`config.mk`:
```
export PLATFORM = sky130hd
export DESIGN_NAME = util_spi_shifter
export DESIGN_NICKNAME = d
export VERILOG_FILES = /design/src/rtl/util_spi_shifter_pkg.sv /design/src/rtl/util_shift_reg.sv /design/src/rtl/util_spi_shifter.sv
export SDC_FILE = /design/constraint.sdc
export NUM_CORES = 1
export LEC_CHECK = 0
export CAP_MARGIN = 20
export CELL_PAD_IN_SITES_DETAIL_PLACEMENT = 0
export CELL_PAD_IN_SITES_GLOBAL_PLACEMENT = 1
export CORE_MARGIN = 3
export CORE_UTILIZATION = 44
export CTS_BUF_LIST = sky130_fd_sc_hd__clkbuf_16
export DETAILED_ROUTE_END_ITERATION = 12
export GPL_ROUTABILITY_DRIVEN = 0
export PLACE_DENSITY = 0.8
export SYNTH_ARGS = -nofsm -noshare
export SYNTH_HDL_FRONTEND = slang
export SYNTH_SLANG_ARGS = --single-unit
```
`constraint.sdc`:
```
create_clock -name clk -period 2.5 [get_ports clk]
set_input_delay 0.25 -clock clk [delete_from_list [all_inputs] [get_ports clk]]
set_output_delay 0.25 -clock clk [all_outputs]
set_load 0.03 [all_outputs]
```
`src/rtl/util_spi_shifter_pkg.sv`:
```
// Purpose : shared definitions for the SPI shift engine (FSM state encoding).
// Latency : n/a (types only).
// Backpressure: n/a.
package util_spi_shifter_pkg;

    typedef enum logic [1:0] {
        IDLE  = 2'd0,
        SHIFT = 2'd1,
        DONE  = 2'd2
    } state_t;

endpackage

```
`src/rtl/util_shift_reg.sv`:
```
// Purpose : generic parallel-load shift register, direction chosen at elaboration.
// Latency : load/shift take effect on the next rising edge.
// Backpressure: none; load has priority over shift.
// Ports   : clk, rst (async active-high), load/load_data, shift/shift_in, q.
module util_shift_reg
    import util_spi_shifter_pkg::*;
#(
    parameter int WIDTH      = 8,
    parameter bit SHIFT_LEFT = 1'b1   // 1: shift toward MSB, new bit enters at LSB
) (
    input  logic             clk,
    input  logic             rst,
    input  logic             load,
    input  logic [WIDTH-1:0] load_data,
    input  logic             shift,
    input  logic             shift_in,
    output logic [WIDTH-1:0] q
);

    always_ff @(posedge clk or posedge rst) begin
        if (rst) begin
            q <= '0;
        end else if (load) begin
            q <= load_data;
        end else if (shift) begin
            if (SHIFT_LEFT) begin
                q <= {q[WIDTH-2:0], shift_in};
            end else begin
                q <= {shift_in, q[WIDTH-1:1]};
            end
        end
    end

endmodule

```
`src/rtl/util_spi_shifter.sv`:
```
// Purpose : SPI frame shifter driven by external shift/latch strobes; one frame per tx handshake.
// Latency : rx_valid pulses the cycle after the final latch_en; tx_ready returns one cycle later.
// Backpressure: tx_ready low while busy; the source must hold tx_data/tx_valid until accepted.
// Ports   : clk, rst, tx_data/tx_valid/tx_ready, shift_en, latch_en, sdi, sdo, clk_en,
//           rx_data/rx_valid, busy.
// Config  : define UTIL_SPI_SHIFTER_LOOPBACK_EN to sample sdo internally instead of sdi.
module util_spi_shifter
    import util_spi_shifter_pkg::*;
#(
    parameter int DATA_WIDTH = 8,
    parameter int MSB_FIRST  = 1
) (
    input  logic                  clk,
    input  logic                  rst,
    input  logic [DATA_WIDTH-1:0] tx_data,
    input  logic                  tx_valid,
    output logic                  tx_ready,
    input  logic                  shift_en,
    input  logic                  latch_en,
    input  logic                  sdi,
    output logic                  sdo,
    output logic                  clk_en,
    output logic [DATA_WIDTH-1:0] rx_data,
    output logic                  rx_valid,
    output logic                  busy
);

    localparam int CNT_W = $clog2(DATA_WIDTH + 1);

    state_t                  state;
    state_t                  state_nxt;
    logic [CNT_W-1:0]        bit_cnt;
    logic                    first_latched;
    logic [DATA_WIDTH-1:0]   tx_q;
    logic [DATA_WIDTH-1:0]   rx_q;
    logic [DATA_WIDTH-1:0]   rx_hold;
    logic                    sample;
    logic                    accept;
    logic                    do_latch;
    logic                    do_shift;
    logic                    last_latch;

    assign accept     = (state == IDLE) && tx_valid;
    assign do_latch   = (state == SHIFT) && latch_en;
    // A shift before any sample is the CPHA=1 leading edge: the first bit is
    // already on sdo, so it must not be shifted away.
    assign do_shift   = (state == SHIFT) && shift_en && (first_latched || latch_en);
    assign last_latch = do_latch && (bit_cnt == CNT_W'(DATA_WIDTH - 1));

    assign sdo = (MSB_FIRST != 0) ? tx_q[DATA_WIDTH-1] : tx_q[0];

`ifdef UTIL_SPI_SHIFTER_LOOPBACK_EN
    assign sample = sdo;
`else
    assign sample = sdi;
`endif

    // Both registers update on the same edge, so a coincident latch/shift
    // samples the old sdo before the tx register moves on.
    util_shift_reg #(
        .WIDTH      (DATA_WIDTH),
        .SHIFT_LEFT (MSB_FIRST != 0)
    ) u_tx (
        .clk       (clk),
        .rst       (rst),
        .load      (accept),
        .load_data (tx_data),
        .shift     (do_shift),
        .shift_in  (1'b0),
        .q         (tx_q)
    );

    util_shift_reg #(
        .WIDTH      (DATA_WIDTH),
        .SHIFT_LEFT (MSB_FIRST != 0)
    ) u_rx (
        .clk       (clk),
        .rst       (rst),
        .load      (1'b0),
        .load_data ('0),
        .shift     (do_latch),
        .shift_in  (sample),
        .q         (rx_q)
    );

    // State register
    always_ff @(posedge clk or posedge rst) begin
        if (rst) begin
            state <= IDLE;
        end else begin
            state <= state_nxt;
        end
    end

    // Next-state logic
    always_comb begin
        state_nxt = state;
        case (state)
            IDLE:    if (tx_valid)   state_nxt = SHIFT;
            SHIFT:   if (last_latch) state_nxt = DONE;
            DONE:                    state_nxt = IDLE;
            default:                 state_nxt = IDLE;
        endcase
    end

    // Output logic
    always_comb begin
        tx_ready = (state == IDLE);
        busy     = (state != IDLE);
        clk_en   = (state == SHIFT);
        rx_valid = (state == DONE);
    end

    // Bit counter, first-sample flag and the held copy of the last word
    always_ff @(posedge clk or posedge rst) begin
        if (rst) begin
            bit_cnt       <= '0;
            first_latched <= 1'b0;
            rx_hold       <= '0;
        end else begin
            if (accept) begin
                bit_cnt       <= '0;
                first_latched <= 1'b0;
            end else if (do_latch) begin
                bit_cnt       <= bit_cnt + 1'b1;
                first_latched <= 1'b1;
            end
            if (state == DONE) begin
                rx_hold <= rx_q;
            end
        end
    end

    // During DONE the shift register already holds the full word; afterwards
    // the held copy keeps it stable while the next frame shifts in.
    assign rx_data = (state == DONE) ? rx_q : rx_hold;

endmodule

```
==> impl_metrics.yaml <==
global_routing:
  first_global_vias: 942
  grt_pass1_wl_mm: 4.32
  antenna_found_initial: 0
  grt_max_degree: 32
  grt_usage_pct: 14.4
  grt.overflow.total: 0
sta:
  grt_setup_unrepaired: "no"
  finalClockSkew_ns: 0.00348
  hold_violations: 0
  slew_headroom_pct: 69.2
  worst_slew_pin_slew_ns: 0.463
  fin_crit_ns: 2.31
  setup_violations: 0
  setup_tns_ns: 0
  fmax_ghz: 0.433
  period_share_pct: 92.5
  final.setup.worst_slack_ns: 0.189
  drv_slew: 0
route:
  viasPerCell: 5.00
  drt-total-wl_mm: 2.49
  ant_nets: 0
  post-route-drc-count: 0
  drtIter0Drc: 35
  routedWlPerCell_um: 13.8
  dr.pass1.iters: 4
  num_vias: 905
setup_path:
  cp.arrival_ns: 2.06
  end_kind: "output pin"
  crit_type: "reg2out"
  critical_path.cell_chain: "and2b_2, mux2_2, clkdlybuf4s50_1"
  ff2ff_path_depth: 5
  worst_path_largest_cell_delay_ns: 0.60
  crit_start: "state[0]"
  r2r_setup_slack_ns: 0.81
  reg2reg_from: "state[1]"
  rr_endpoint: "u_tx.q[2]"
  required_ns: 2.25
  start_kind: "flip-flop"
  cp_max_fo: 9
  critPathSlowestCell: "clkdlybuf4s50_1"
clock_tree:
  clock_sinks: 31
  clk_path_buf_depth: 2
  numCtsBuffers: 5
  hold_buffers: 0
  path_clk_slew_ns: 0.05
  cts-root-buf: "clkbuf_16"
  cts_tree: "built"
  insertion_delay_ns: 0.27
  htreeDepth: 2
  post_cts_buffers: 0
  cts_resized: 0
logic_synthesis:
  ys_types: 32
  ys_ff_latch: 31
  synth_async_sr_flop_share_pct: 100
  syn_area_um2: 1440
  yosysWarnings: 0
  yosysTopAreaCellShare_pct: 54.1
  synth_area_leaders: "dfrtp_1, mux2_2, a221o_1"
  synth_seq_area_share_pct: 54.1
  synth_common_cells: "dfrtp_1, mux2_2, a221o_1, and4b_1, nor2b_1"
  syn_nets: 119
  ys.flop_type: "dfrtp_1"
  yosysTopAreaCell: "dfrtp_1"
  syn_area_per_cell_um2: 13.8
  synth.most_common_cell: "dfrtp_1"
  synth_cells: 104
  synth-edff-count: 0
status:
  status: "finished, final reports clean"
die:
  die_area_um2: 3980
  num_rows: 20
  start_util_pct: 46.6
  die_w_um: 63.1
  die_h_um: 63.1
  core_area_um2: 3080
  io_pins: 27
final_layout:
  syn_to_final_growth_pct: 31.6
  antenna_cells: 0
  fin_nets: 151
  final_area_um2: 1890
  drive_gt1_share_pct: 28.5
placement:
  place_area_um2: 1730
  pre_cts_ws_ns: 0.474
  dp_hpwl_mm: 1.66
  portBuffers: 26
job:
  maxCapViolCount: 0
power:
  ir_worst_vdd_uv: 604
  leakagePower_nw: 0.878
  p_per_area_nw_per_um2: 1210
hold_path:
  hp-class: "in2async"
==> metal layers <==
| metal | track usage, % | wire [µm] | up-vias |
|---|---|---|---|
| met2 | 20.9 | 1120 | 18 |
| li1 | - | - | 440 |
| met1 | 18.3 | 1210 | 441 |
| met3 | 6.24 | 121 | 6 |
| met5 | 0 | 0 | - |
| met4 | 6.61 | 42 | 0 |
==> final cells by class <==
| type | instances | area, µm² |
|---|---|---|
| Fill cell | 279 | 1190 |
| Sequential cell | 31 | 776 |
| Multi-Input combinational cell | 64 | 589 |
| Timing Repair Buffer | 30 | 290 |
| Clock buffer | 5 | 125 |
| Tap cell | 44 | 55.1 |
| Clock inverter | 3 | 38.8 |
| Inverter | 4 | 15.0 |
==> sequential cells by signal, indices dropped and copies added (netlist names) <==
| register | cells |
|---|---|
| rx_hold | 8 |
| u_rx.q | 8 |
| u_tx.q | 8 |
| bit_cnt | 4 |
| state | 2 |
| first_latched | 1 |
==> worst max-delay path, delay by kind of cell (launching register included) <==
kind          cells  cell delay, ns
buf+inv           1            0.60
flops             1            0.43
mux               1            0.38
simple gates      1            0.38
==> power breakdown <==
part	internal (mW)	switching (mW)	total (mW)
logic	0.424	0.368	0.791
registers	0.703	0.119	0.822
clock network	0.463	0.202	0.666
total	1.59	0.689	2.28
==> stage by stage <==
stage / power, mW / utilization (%) / hold slack, ns / cells
finish: 2.28 / 61.4 / 0.357 / 181
global route: 2.42 / 61.4 / 0.398 / 181
CTS: 2.31 / 61.4 / 0.364 / 181
detailed placement: 1.63 / 56.1 / 0.486 / 173
global placement: 1.61 / 56.1 / 0.480 / 173
floorplan: 1.39 / - / 0.354 / 104
==> cells in the final DEF, fill, tap and decap left out, types with 2 or more instances in the layout <==
| cell | n |
|---|---|
| nand2_1 | 2 |
| nor2b_1 | 7 |
| buf_4 | 4 |
| mux2_2 | 16 |
| and2b_4 | 3 |
| a221o_1 | 7 |
| clkbuf_16 | 5 |
| dfrtp_1 | 31 |
| clkdlybuf4s50_1 | 26 |
| and4b_1 | 7 |
| inv_1 | 4 |
| nor2_1 | 3 |
==> worst max path at each step <==
stage | slack [ns] | endpoint | cells after the start
finish | 0.19 | rx_data[7] | 3
global route | 0.09 | rx_data[7] | 3
CTS | 0.17 | rx_data[7] | 3
detailed placement | 0.47 | rx_data[7] | 3
global placement | 0.52 | rx_data[2] | 3
floorplan | 0.91 | rx_data[0] | 3
==> kinds of logic (layout without fill, tap and decap cells) <==
family,after synthesis,in the layout,share of synthesized area (%)
flops,31,31,54.1
fa+ha+maj,1,1,0.872
xor+xnor,2,2,1.22
mux,17,17,13.6
buf+inv,9,42,4.88
compound gates,11,11,6.89
simple gates,33,33,18.5
No activity file was read; power rests on OpenSTA's default activity.
==> edit 1: new RTL, config.mk and constraints unchanged <==
Make the reset (`rst`) synchronous in 3 clocked blocks. Comments in the files are not updated.
--- a/src/rtl/util_shift_reg.sv
+++ b/src/rtl/util_shift_reg.sv
@@ -17,7 +17,7 @@
     output logic [WIDTH-1:0] q
 );
 
-    always_ff @(posedge clk or posedge rst) begin
+    always_ff @(posedge clk) begin
         if (rst) begin
             q <= '0;
         end else if (load) begin
--- a/src/rtl/util_spi_shifter.sv
+++ b/src/rtl/util_spi_shifter.sv
@@ -84,7 +84,7 @@
     );
 
     // State register
-    always_ff @(posedge clk or posedge rst) begin
+    always_ff @(posedge clk) begin
         if (rst) begin
             state <= IDLE;
         end else begin
@@ -112,7 +112,7 @@
     end
 
     // Bit counter, first-sample flag and the held copy of the last word
-    always_ff @(posedge clk or posedge rst) begin
+    always_ff @(posedge clk) begin
         if (rst) begin
             bit_cnt       <= '0;
             first_latched <= 1'b0;
Behaviour: differs if rst is asserted again (counterexample within 4 cycles, from zero or initial values and one cycle with rst high); with rst held inactive, the same outputs for 10 cycles.
==> edit 1 against the unedited design <==
  * Synthesized area is 4.4% lower
  * Setup slack better by 0.065 ns
  * Clock skew about the same
  * Critical path depth up 1
  * Cell count rose by 10%
  * Sequential cell count did not move
  * Cell area is 5.9% lower
  * Wire length grew 15%
  * Critical path type unchanged
  * Critical endpoint is now rx_data[3]
  * Highest routed layer unchanged
Power is not compared: it rests on default switching activity, and its combinational part moved more than twofold at a synthesized area within 25%.
==> edit 1: results <==
[final_layout]
buf_share_pct = 15.9
num-nonclk-buffers = 29
seqCellArea_um2 = 621
layout-drive-gt1-share_pct = 16.6
multi_input_area_um2 = 683
clock_area_share_pct = 7.53
fin_nets = 184
multi_input_cells = 97
area_growth_pct = 29.7
fill_cells = 265
instances_no_fill = 200

[routing]
met1_length_um = 1330
drtIter0Drc = 44
wl_um = 2880
vias_per_cell = 5.54

[hold_path]
worstHoldPathCells = 2
hold_path_class = "flop to flop"

[global_routing]
globalRouteMet1Util_pct = 21.8
track_usage_pct = 17.3
grt.met3_usage_pct = 4.55
grt_start_max_net_pins = 17
met2_usage_pct = 27.5
grt_pass1_vias = 1083
grt_pass1_wl_um = 4820

[critical_path]
r2r_cells = 3
r2r-start = "state[0]"
regToRegSetupSlack_ns = 1.09
rr_endpoint = "bit_cnt[1]"

[synth]
postSynthAreaPerCell_um2 = 9.73
seq_area_frac_synth_pct = 45.3
yosys_most_used_dff = "dfxtp_1"
syn_nets = 156
synth_common_cells = "dfxtp_1 (31), nand2_1 (17), a21oi_1 (12)"
ys_warn_count = 0
async_flop_share_pct = 0

[power_and_ir_drop]
leakagePower_nw = 0.667

[sta]
skew_ns = 0.00319
slew_headroom_pct = 50.7

[clock_network]
cts_buffer_depth = 2

[run_status]
outcome = "finished clean"

[place]
io_buffers = 26
placed_cells = 193
hpwlAfterDp_um = 1990
edit 1: how the worst max path moves through the flow:
stage	from	endpoint	slack, ns
global placement	state[0]	rx_data[0]	0.58
floorplan	state[0]	rx_hold[0]	1.17
finish	state[0]	rx_data[3]	0.25
global route	state[0]	rx_data[2]	0.15
CTS	state[0]	rx_data[4]	0.24
detailed placement	state[0]	rx_data[5]	0.53
edit 1: logic make-up (layout without fill, tap and decap cells):
family / Yosys count / after routing / synth area share (%)
AO/OA/AOI/OAI: 29 / 29 / 15.9
multiplexers: 9 / 9 / 9.49
flip-flops: 31 / 31 / 45.3
XOR/XNOR: 2 / 2 / 1.28
adder cells (fa/ha/maj): 1 / 1 / 0.912
buffers and inverters: 13 / 41 / 4.93
AND/OR/NAND/NOR: 56 / 56 / 22.3
edit 1: critical path, stage by stage (launching register included):
cell and delay, ns:
dfxtp_1 0.46, nand2b_1 0.14, buf_4 0.21, mux2_4 0.32
clkdlybuf4s50_1 0.59
==> edit 2: new RTL, config.mk and constraints unchanged <==
Without the edit above. Build with the macro `UTIL_SPI_SHIFTER_LOOPBACK_EN` defined.
--- a/src/rtl/util_spi_shifter.sv
+++ b/src/rtl/util_spi_shifter.sv
@@ -4,6 +4,8 @@
 // Ports   : clk, rst, tx_data/tx_valid/tx_ready, shift_en, latch_en, sdi, sdo, clk_en,
 //           rx_data/rx_valid, busy.
 // Config  : define UTIL_SPI_SHIFTER_LOOPBACK_EN to sample sdo internally instead of sdi.
+`define UTIL_SPI_SHIFTER_LOOPBACK_EN
+
 module util_spi_shifter
     import util_spi_shifter_pkg::*;
 #(
Behaviour: not the same (a bounded check fails within 10 cycles, from zero or initial values and one cycle with rst high).
==> edit 2 against the unedited design <==
  * Register-to-register slack worse by 0.07 ns
  * Sequential cell count unchanged
  * Hold slack got worse by 0.080 ns
  * Clock skew hardly changed
  * Synthesized area fell by 0.44%
  * Count of clock-buffer cells in the layout did not move
  * Setup slack worse by 0.0099 ns
  * First-iteration DRC count grew 20%
  * Wire length is 3.3% higher
  * Maximum frequency down 0.43%
  * Power is 11% lower
  * Cell area down 2.5%
  * Sequential power shrank 4.5%
==> edit 2: results <==
[run_status]
outcome = "finished clean"

[global_routing]
grt_pass1_wl_um = 4530
met2_usage_pct = 21.9
grt_start_max_net_pins = 21
track_usage_pct = 14.8
globalRouteMet1Util_pct = 19.8
antenna_found_initial = 0
grt_pass1_vias = 982
grt.met3_usage_pct = 5.04

[power_and_ir_drop]
internal_power_mw = 1.41
irDropWorstVdd_mv = 0.669
leakagePower_nw = 0.867

[synth]
synth_common_cells = "dfrtp_1 (31), mux2_2 (16), a221o_1 (7), and4b_1 (7), nor2b_1 (7)"
synth_fa_ha_area_share_pct = 0.876
async_flop_share_pct = 100
synth.area.top_cells = "dfrtp_1 (54%), mux2_2 (13%), a221o_1 (4.9%)"
seq_area_frac_synth_pct = 54.3
postSynthAreaPerCell_um2 = 13.7
synth-xor-area-share_pct = 1.23
synthMuxAreaShare_pct = 13.7
synth_compound_area_share_pct = 6.92

[final_layout]
reg_top3 = "rx_hold (8), u_rx.q (8), u_tx.q (8)"
antenna_cells = 0
fin_nets = 150
layout-drive-gt1-share_pct = 27.4

[sta]
slew_headroom_pct = 58.5
skew_ns = 0.00394
whs_ns = 0.277
period_needed_ns = 2.32

[routing]
first_pass_iters = 4
top_layer_used = "met4"
routed-wl-met2_um = 1200
vias = 923
wl_met3_um = 69
met1_length_um = 1260
wl_um = 2580
wl_per_cell_um = 14.4
drtIter0Drc = 42

[place]
postPlaceCellArea_um2 = 1710
hpwlAfterDp_um = 1770
io_buffers = 25
placed_cells = 172
dp_slack_ns = 0.467

[critical_path]
critical-path-slowest-cell = "clkdlybuf4s50_1"
regToRegSetupSlack_ns = 0.74
crit_end = "rx_data[1]"
rr_endpoint = "u_tx.q[6]"
cpPeakStageDelay_ns = 0.60
startpoint = "state[0]"
r2r_cells = 4

[clock_network]
clk_pin_slew_ns = 0.05
cts_setup_buffers = 0
cts_buffer_depth = 2

[hold_path]
hold_path_class = "primary input to asynchronous set/reset pin"
## edit 2: how the worst min path moves through the flow
stage                       to  startpoint  cells past startpoint
floorplan           bit_cnt[0]         rst                      1
global placement    rx_hold[1]  rx_hold[1]                      1
detailed placement  rx_hold[2]  rx_hold[2]                      1
CTS                 rx_hold[3]         rst                      2
global route        rx_hold[3]         rst                      2
finish               u_rx.q[2]         rst                      2
## edit 2: power by group through the flow
| stage | Clock (mW) | Sequential [mW] | Combinational [mW] |
|---|---|---|---|
| detailed placement | 0 | 0.792 | 0.707 |
| global placement | 0 | 0.783 | 0.696 |
| floorplan | 0 | 0.772 | 0.528 |
| finish | 0.547 | 0.785 | 0.706 |
| CTS | 0.558 | 0.785 | 0.711 |
| global route | 0.579 | 0.812 | 0.766 |
## edit 2: layout make-up
type	count	area [µm²]
clock inverter	2	8.76
inverter	4	15.0
tap	44	55.1
sequential	31	776
multi-input combinational	64	583
clock buffer	5	125
timing repair buffer	29	280
fill	262	1230
